<file path="src/rtl/egress_port_rx.sv">
// -----------------------------------------------------------------------------
// egress_port_rx
//
// Receive side of one switch egress port.
// - Asks the switch read port for one packet at a time with a single-cycle
//   ready pulse.
// - Latches the control word: len L = [15:7], prio = [6:4], dest = [3:0].
// - Forwards the payload words with one cycle of latency.
// - Closes each packet with a pkt_done pulse plus an error classification.
//
// Optional feature: define RX_PAYLOAD_CHECK_EN to compare payload word k
// against k[15:0]. Any mismatch is then reported as err_code 3, unless a
// higher-priority error applies.
//
// Parameters
//   PORT_ID   egress port index (0..3) this receiver serves
//   GAP_CYC   idle cycles between a packet close and the next ready request
//   TIMEOUT   cycles to wait for rd_sop after a ready pulse
//
// Ports
//   clk, rst_n          rising-edge clock, asynchronous active-low reset
//   enable              permits new ready requests (never aborts a packet)
//   rd_sop/eop/vld      packet start / end / word-valid from the read port
//   rd_data[15:0]       read word
//   ready               single-cycle request for one packet
//   out_vld, out_data   forwarded payload words (control word excluded)
//   pkt_done            single-cycle pulse when a packet closes
//   pkt_err, err_code   with pkt_done: 0 ok, 1 length, 2 dest, 3 payload
//   pkt_len, pkt_prio   L and prio of the last packet closed from DATA
//   pkt_cnt/err_cnt/to_cnt  saturating good / errored / timeout counters
//   dbg_state           current FSM state
//
// Read-port handshake: ready is a one-cycle request. The switch answers with
// rd_sop. Words qualified by rd_vld follow in later cycles: the first one is
// the control word, then come L+1 payload words. rd_eop arrives with
// rd_vld=0 in the cycle after the last word. There is no backpressure: every
// rd_vld word is consumed in the cycle it is presented.
// -----------------------------------------------------------------------------
module egress_port_rx #(
    parameter int PORT_ID = 0,
    parameter int GAP_CYC = 2,
    parameter int TIMEOUT = 1023
) (
    input  logic        clk,
    input  logic        rst_n,
    input  logic        enable,
    input  logic        rd_sop,
    input  logic        rd_eop,
    input  logic        rd_vld,
    input  logic [15:0] rd_data,
    output logic        ready,
    output logic        out_vld,
    output logic [15:0] out_data,
    output logic        pkt_done,
    output logic        pkt_err,
    output logic [1:0]  err_code,
    output logic [8:0]  pkt_len,
    output logic [2:0]  pkt_prio,
    output logic [15:0] pkt_cnt,
    output logic [15:0] err_cnt,
    output logic [15:0] to_cnt,
    output logic [2:0]  dbg_state
);

    typedef enum logic [2:0] {
        IDLE     = 3'd0,
        REQ      = 3'd1,
        WAIT_SOP = 3'd2,
        HDR      = 3'd3,
        DATA     = 3'd4,
        GAP      = 3'd5
    } state_t;

    localparam logic [3:0]  PORT_DEST = 4'(PORT_ID);
    localparam logic [15:0] TO_LIM    = 16'(TIMEOUT);
    localparam logic [15:0] GAP_LAST  = 16'(GAP_CYC - 1);
    // Payload counter sticks one past the largest legal packet (512 words).
    // Any count this high can never equal L+1.
    localparam logic [9:0]  K_SAT     = 10'd513;

    state_t      state_q, state_d;
    logic [15:0] wait_q, wait_d;
    logic [15:0] gap_q, gap_d;
    logic [9:0]  k_q, k_d;
    logic [15:0] ctrl_q, ctrl_d;
    logic        out_vld_q, out_vld_d;
    logic [15:0] out_data_q, out_data_d;
    logic        done_q, perr_q;
    logic [1:0]  code_q;
    logic [8:0]  len_q;
    logic [2:0]  prio_q;
    logic [15:0] pkt_cnt_q, err_cnt_q, to_cnt_q;

    logic        close;        // a packet closes this cycle
    logic        close_data;   // ... and its control word is valid
    logic [1:0]  close_code;
    logic        timeout;
    logic [1:0]  data_code;    // classification of a normal eop close
    logic        pay_mis;

`ifdef RX_PAYLOAD_CHECK_EN
    logic pay_err_q, pay_err_d;
    assign pay_mis = pay_err_q;
`else
    assign pay_mis = 1'b0;
`endif

    always_comb begin
        data_code = 2'd0;
        if (ctrl_q[3:0] != PORT_DEST) begin
            data_code = 2'd2;
        end else if (k_q != ({1'b0, ctrl_q[15:7]} + 10'd1)) begin
            data_code = 2'd1;
        end else if (pay_mis) begin
            data_code = 2'd3;
        end
    end

    always_comb begin
        state_d    = state_q;
        wait_d     = wait_q;
        gap_d      = gap_q;
        k_d        = k_q;
        ctrl_d     = ctrl_q;
        out_vld_d  = 1'b0;
        out_data_d = out_data_q;
        close      = 1'b0;
        close_data = 1'b0;
        close_code = 2'd0;
        timeout    = 1'b0;
`ifdef RX_PAYLOAD_CHECK_EN
        pay_err_d  = pay_err_q;
`endif
        case (state_q)
            IDLE: begin
                if (enable) state_d = REQ;
            end
            REQ: begin
                wait_d  = 16'd0;
                state_d = WAIT_SOP;
            end
            WAIT_SOP: begin
                if (rd_sop) begin
                    state_d = HDR;
                end else if (wait_q + 16'd1 == TO_LIM) begin
                    timeout = 1'b1;
                    state_d = IDLE;
                end else begin
                    wait_d = wait_q + 16'd1;
                end
            end
            HDR: begin
                // The control word has not arrived yet, so pkt_len/pkt_prio
                // keep describing the previous packet on these closes.
                if (rd_sop) begin
                    close      = 1'b1;
                    close_code = 2'd1;
                end else if (rd_eop) begin
                    close      = 1'b1;
                    close_code = 2'd1;
                    if (GAP_CYC == 0) begin
                        state_d = IDLE;
                    end else begin
                        state_d = GAP;
                        gap_d   = 16'd0;
                    end
                end else if (rd_vld) begin
                    ctrl_d  = rd_data;
                    k_d     = 10'd0;
                    state_d = DATA;
`ifdef RX_PAYLOAD_CHECK_EN
                    pay_err_d = 1'b0;
`endif
                end
            end
            DATA: begin
                if (rd_sop) begin
                    // A new start cuts the current packet short.
                    close      = 1'b1;
                    close_data = 1'b1;
                    close_code = 2'd1;
                    state_d    = HDR;
                end else if (rd_eop) begin
                    close      = 1'b1;
                    close_data = 1'b1;
                    close_code = data_code;
                    if (GAP_CYC == 0) begin
                        state_d = IDLE;
                    end else begin
                        state_d = GAP;
                        gap_d   = 16'd0;
                    end
                end else if (rd_vld) begin
                    out_vld_d  = 1'b1;
                    out_data_d = rd_data;
                    if (k_q != K_SAT) k_d = k_q + 10'd1;
`ifdef RX_PAYLOAD_CHECK_EN
                    if (rd_data != {6'd0, k_q}) pay_err_d = 1'b1;
`endif
                end
            end
            GAP: begin
                if (gap_q == GAP_LAST) begin
                    state_d = IDLE;
                end else begin
                    gap_d = gap_q + 16'd1;
                end
            end
            default: state_d = IDLE;
        endcase
    end

    always_ff @(posedge clk or negedge rst_n) begin
        if (!rst_n) begin
            state_q    <= IDLE;
            wait_q     <= 16'd0;
            gap_q      <= 16'd0;
            k_q        <= 10'd0;
            ctrl_q     <= 16'd0;
            out_vld_q  <= 1'b0;
            out_data_q <= 16'd0;
            done_q     <= 1'b0;
            perr_q     <= 1'b0;
            code_q     <= 2'd0;
            len_q      <= 9'd0;
            prio_q     <= 3'd0;
            pkt_cnt_q  <= 16'd0;
            err_cnt_q  <= 16'd0;
            to_cnt_q   <= 16'd0;
        end else begin
            state_q    <= state_d;
            wait_q     <= wait_d;
            gap_q      <= gap_d;
            k_q        <= k_d;
            ctrl_q     <= ctrl_d;
            out_vld_q  <= out_vld_d;
            out_data_q <= out_data_d;
            done_q     <= close;
            perr_q     <= close && (close_code != 2'd0);
            if (close) code_q <= close_code;
            if (close_data) begin
                len_q  <= ctrl_q[15:7];
                prio_q <= ctrl_q[6:4];
            end
            if (close && (close_code == 2'd0) && (pkt_cnt_q != 16'hFFFF))
                pkt_cnt_q <= pkt_cnt_q + 16'd1;
            if (close && (close_code != 2'd0) && (err_cnt_q != 16'hFFFF))
                err_cnt_q <= err_cnt_q + 16'd1;
            if (timeout && (to_cnt_q != 16'hFFFF))
                to_cnt_q <= to_cnt_q + 16'd1;
        end
    end

`ifdef RX_PAYLOAD_CHECK_EN
    always_ff @(posedge clk or negedge rst_n) begin
        if (!rst_n) pay_err_q <= 1'b0;
        else        pay_err_q <= pay_err_d;
    end
`endif

    assign ready     = (state_q == REQ);
    assign out_vld   = out_vld_q;
    assign out_data  = out_data_q;
    assign pkt_done  = done_q;
    assign pkt_err   = perr_q;
    assign err_code  = code_q;
    assign pkt_len   = len_q;
    assign pkt_prio  = prio_q;
    assign pkt_cnt   = pkt_cnt_q;
    assign err_cnt   = err_cnt_q;
    assign to_cnt    = to_cnt_q;
    assign dbg_state = state_q;

endmodule
</file>
<file path="config.mk">
export PLATFORM = sky130hd
export DESIGN_NAME = egress_port_rx
export DESIGN_NICKNAME = d
export VERILOG_FILES = /design/src/rtl/egress_port_rx.sv
export SDC_FILE = /design/constraint.sdc
export NUM_CORES = 1
export LEC_CHECK = 0
export ABC_AREA = 1
export BUFFER_PORTS_ARGS = -buffer_cell sky130_fd_sc_hd__buf_2
export CAP_MARGIN = 40
export CORE_MARGIN = 2
export CORE_UTILIZATION = 30
export CTS_CLUSTER_SIZE = 24
export DETAILED_ROUTE_END_ITERATION = 8
export GPL_TIMING_DRIVEN = 0
export PLACE_DENSITY = 0.52
export SKIP_CTS_REPAIR_TIMING = 1
export SLEW_MARGIN = 15
export SYNTH_ARGS = -nofsm -noshare
export SYNTH_HDL_FRONTEND = slang
export SYNTH_SLANG_ARGS = --single-unit
</file>
<file path="constraint.sdc">
create_clock -name clk -period 2.8 [get_ports clk]
set_input_delay 0.28 -clock clk [delete_from_list [all_inputs] [get_ports clk]]
set_output_delay 0.28 -clock clk [all_outputs]
set_load 0.02 [all_outputs]
</file>
==> impl_metrics.toml <==
[global_routing]
antenna_found_initial = 0
grt_usage = 0.1538
grt_pass1_vias = 6984
grt_overflow = 0
grt_max_degree = 93
grt_pass1_wl_um = 35360

[layout]
areaGrowthSynthToFinish_pct = 20.23
fin_area_mm2 = 0.009579
layout.nets = 1203
drive_gt1_frac = 0.1681
fill_cells = 2709
n_antenna_cell = 0

[yosys]
synth_nets = 1076
netlist_top_cells_area = "dfrtp_1 (45%), nand2_1 (15%), inv_1 (6.4%)"
synthMuxAreaShare = 0.001413
synth.distinct_cells = 41
synth_xor_area_frac = 0.05041
yosysTopAreaCell = "dfrtp_1"
synth_compound_area_frac = 0.08134
synth-adder-area-share = 0.01570
synth-simple-area-share = 0.3232
syn_inst = 1044
synth_seq_cells = 142
seq_area_frac_synth = 0.4460
synth_top_area_frac = 0.4460
yosys_warnings = 0
synth_area_mm2 = 0.007968
syn_area_per_cell_um2 = 7.632
synth_top_family_by_area = "simple AND/OR/NAND/NOR gates"

[floorplanning]
ios = 107
start_util = 0.3058
die_y_um = 167.0
dieArea_mm2 = 0.02788
core_area_mm2 = 0.02606
chipWidth_um = 167.0
row_count = 59

[detailed_routing]
wl_met3_um = 882
top_layer = "met4"
vias_per_cell = 4.600
firstDrtPassIters = 5
ant_nets = 0
drt-total-wl_um = 20380
num_vias = 6988
drc = 0
wl_met2_um = 9197
drt-met1-wl_um = 10080
wl_per_cell_um = 13.41
drt_iter0_drc = 428

[hold_path]
hold_path.class = "in2reg"
hold_start = "rd_data[12]"
hold_depth = 3

[cts]
clk_latency_ns = 0.44
numClockSinks = 142
tritoncts = "yes"
cts_root_buf = "clkbuf_16"
clk_path_buf_depth = 2
htree_num_levels = 4
cts_buffers = 17
clk_pin_slew_worst_paths_ns = 0.09

[sta]
fmax_ghz = 0.4163
period_share = 0.8578
finalClockSkew_ns = 0.02602
setup_viol_count_final = 0
worst-slew-pin-transition_ns = 0.8690
finalWorstSetupSlack_ns = 0.3980
rsz0062_at_grt = "false"
slew_headroom = 0.4185
final_max_slew_viol_count = 0
min_period_ns = 2.402
finalHoldViolations = 0

[critical_path]
crit_path_start_kind = "register"
end_kind = "register"
worstRegToRegCells = 7
slowest_delay_ns = 0.73
cp_cell_sequence = "inv_1, nand3_1, nor2_1, inv_1, clkbuf_1, nand2_1, o21ai_0"
path_delay_family = "simple AND/OR/NAND/NOR gates"
cp.depth = 7
critical_path_class = "reg2reg"
cp_num_buf_inv = 3
slowest_stage = "nor2_1"
reg2reg_from = "dbg_state[2]"
critPathRequiredTime_ns = 3.10
path_max_fanout = 10
crit_top_cell = "inv_1"
arrival_ns = 2.70
cp-startpoint = "dbg_state[2]"

[power]
switchingPower_mw = 3.654
vdd_drop_max_mv = 0.3741
power.share.clock = 0.275
p_int_mw = 4.861
p_comb_frac = 0.353
seq_power_share = 0.372
power_density_mw_per_mm2 = 889.0
swShare = 0.4291
p_leak_nw = 4.701
finalPower_mw = 8.516

[placed_design]
io_buffers = 106
hpwl_um = 15200
pre_cts_slack_ns = 0.4297
post_dp_cell_area_mm2 = 0.008955
place_congestion = 0.8283

[flow_run]
maxCapViolCount = 0

[status]
run_status = "finished, final reports clean"
[power groups by stage]
stage	Clock [mW]	Combinational (mW)	Sequential [mW]
6_report	2.34	3.01	3.17
5_1_grt	2.51	3.43	3.26
4_1_cts	2.43	3.04	3.17
3_5_place_dp	0	3.03	3.19
3_3_place_gp	0	3.00	3.20
2_1_floorplan	0	1.76	3.48
[area by class of cell]
class                   instances  area (µm²)  area share
well taps                     335       419.2     0.04376
clock inverters                15       188.9     0.01972
inverters                     151       566.8     0.05917
multi-input cells             736        3761      0.3926
repair buffers                108       578.1     0.06034
flip-flops and latches        142        3553      0.3710
clock buffers                  17       425.4     0.04441
plain buffers                  15       86.33    0.009013
[stage by stage]
| step | hold WS, ns | TNS (ns) | std cells | utilization |
|---|---|---|---|---|
| floorplan | -0.01559 | 0 | 1044 | - |
| global placement | 0.4529 | -121.24 | 1485 | 0.3422 |
| detailed placement | 0.2308 | 0 | 1486 | 0.3436 |
| CTS | -0.2347 | 0 | 1518 | 0.3672 |
| global route | 0.06860 | 0 | 1519 | 0.3676 |
| finish | 0.05954 | 0 | 1519 | 0.3676 |
[layer usage]
layer  GRT usage  up-vias
met5           0        -
met2      0.2396      135
met3     0.03113       13
met4     0.04348        0
li1            -     3618
met1      0.2166     3222
[synthesized netlist by cell type (all sizes together)]
cell,n
buf,7
nor2,88
nand2,317
xnor2,14
a21boi,2
and3,1
o21a,1
clkbuf,8
nor3,38
nor3b,1
o22ai,11
o21ai,68
ha,10
inv,148
nand3b,2
nand4,40
o21bai,15
nor4,8
nand3,76
dfrtp,142
clkinv,3
a211oi,1
mux2,1
a21oi,11
xor2,31
[state kept, by name (all words and copies together) (netlist names)]
signal,flops
ctrl_q,16
err_cnt,16
gap_q,16
out_data,16
pkt_cnt,16
to_cnt,16
wait_q,16
k_q,10
pkt_len,9
dbg_state,3
pkt_prio,3
err_code,2
out_vld,1
pkt_done,1
pkt_err,1
[layout by cell type, fill, tap and decap left out, types with 2 or more instances in the layout]
cell type / count
nand2_1: 311
dfrtp_1: 142
inv_1: 136
buf_2: 108
nor2_1: 75
nand3_1: 73
o21ai_0: 55
nand4_1: 39
nor3_1: 34
xor2_1: 30
clkbuf_16: 17
o21bai_1: 15
xnor2_1: 14
inv_2: 12
a21oi_1: 11
o22ai_1: 11
o21ai_2: 10
ha_1: 10
nor2_4: 8
nor4_1: 8
clkbuf_1: 8
clkinv_8: 6
nor2_2: 5
inv_8: 5
nand2_2: 4
clkinv_1: 3
o21ai_1: 3
nand3_2: 3
buf_6: 3
nor3_4: 2
nand2_4: 2
nor3_2: 2
clkinv_4: 2
inv_6: 2
[tightest hold or removal path: stages]
cell and delay, ns:
buf_2 0.09, nand2_1 0.05, nand2_1 0.05
[logic make-up after synthesis]
family | Yosys count
flip-flops | 142
XOR/XNOR | 45
AO/OA/AOI/OAI | 109
AND/OR/NAND/NOR | 571
buffers and inverters | 166
multiplexers | 1
adder cells (fa/ha/maj) | 10
[worst paths after layout]
| check | to | slack, ns |
|---|---|---|
| worst max-delay path | ctrl_q[2] | 0.40 |
| worst min-delay path | out_data[12] | 0.06 |
| worst max register to register | ctrl_q[2] | 0.40 |
| worst min register to register | out_data[14] | 0.48 |
| max in group asynchronous | err_cnt[9] | 1.66 |
| min in group asynchronous | gap_q[12] | 0.36 |
(Power assumes the default switching activity.)
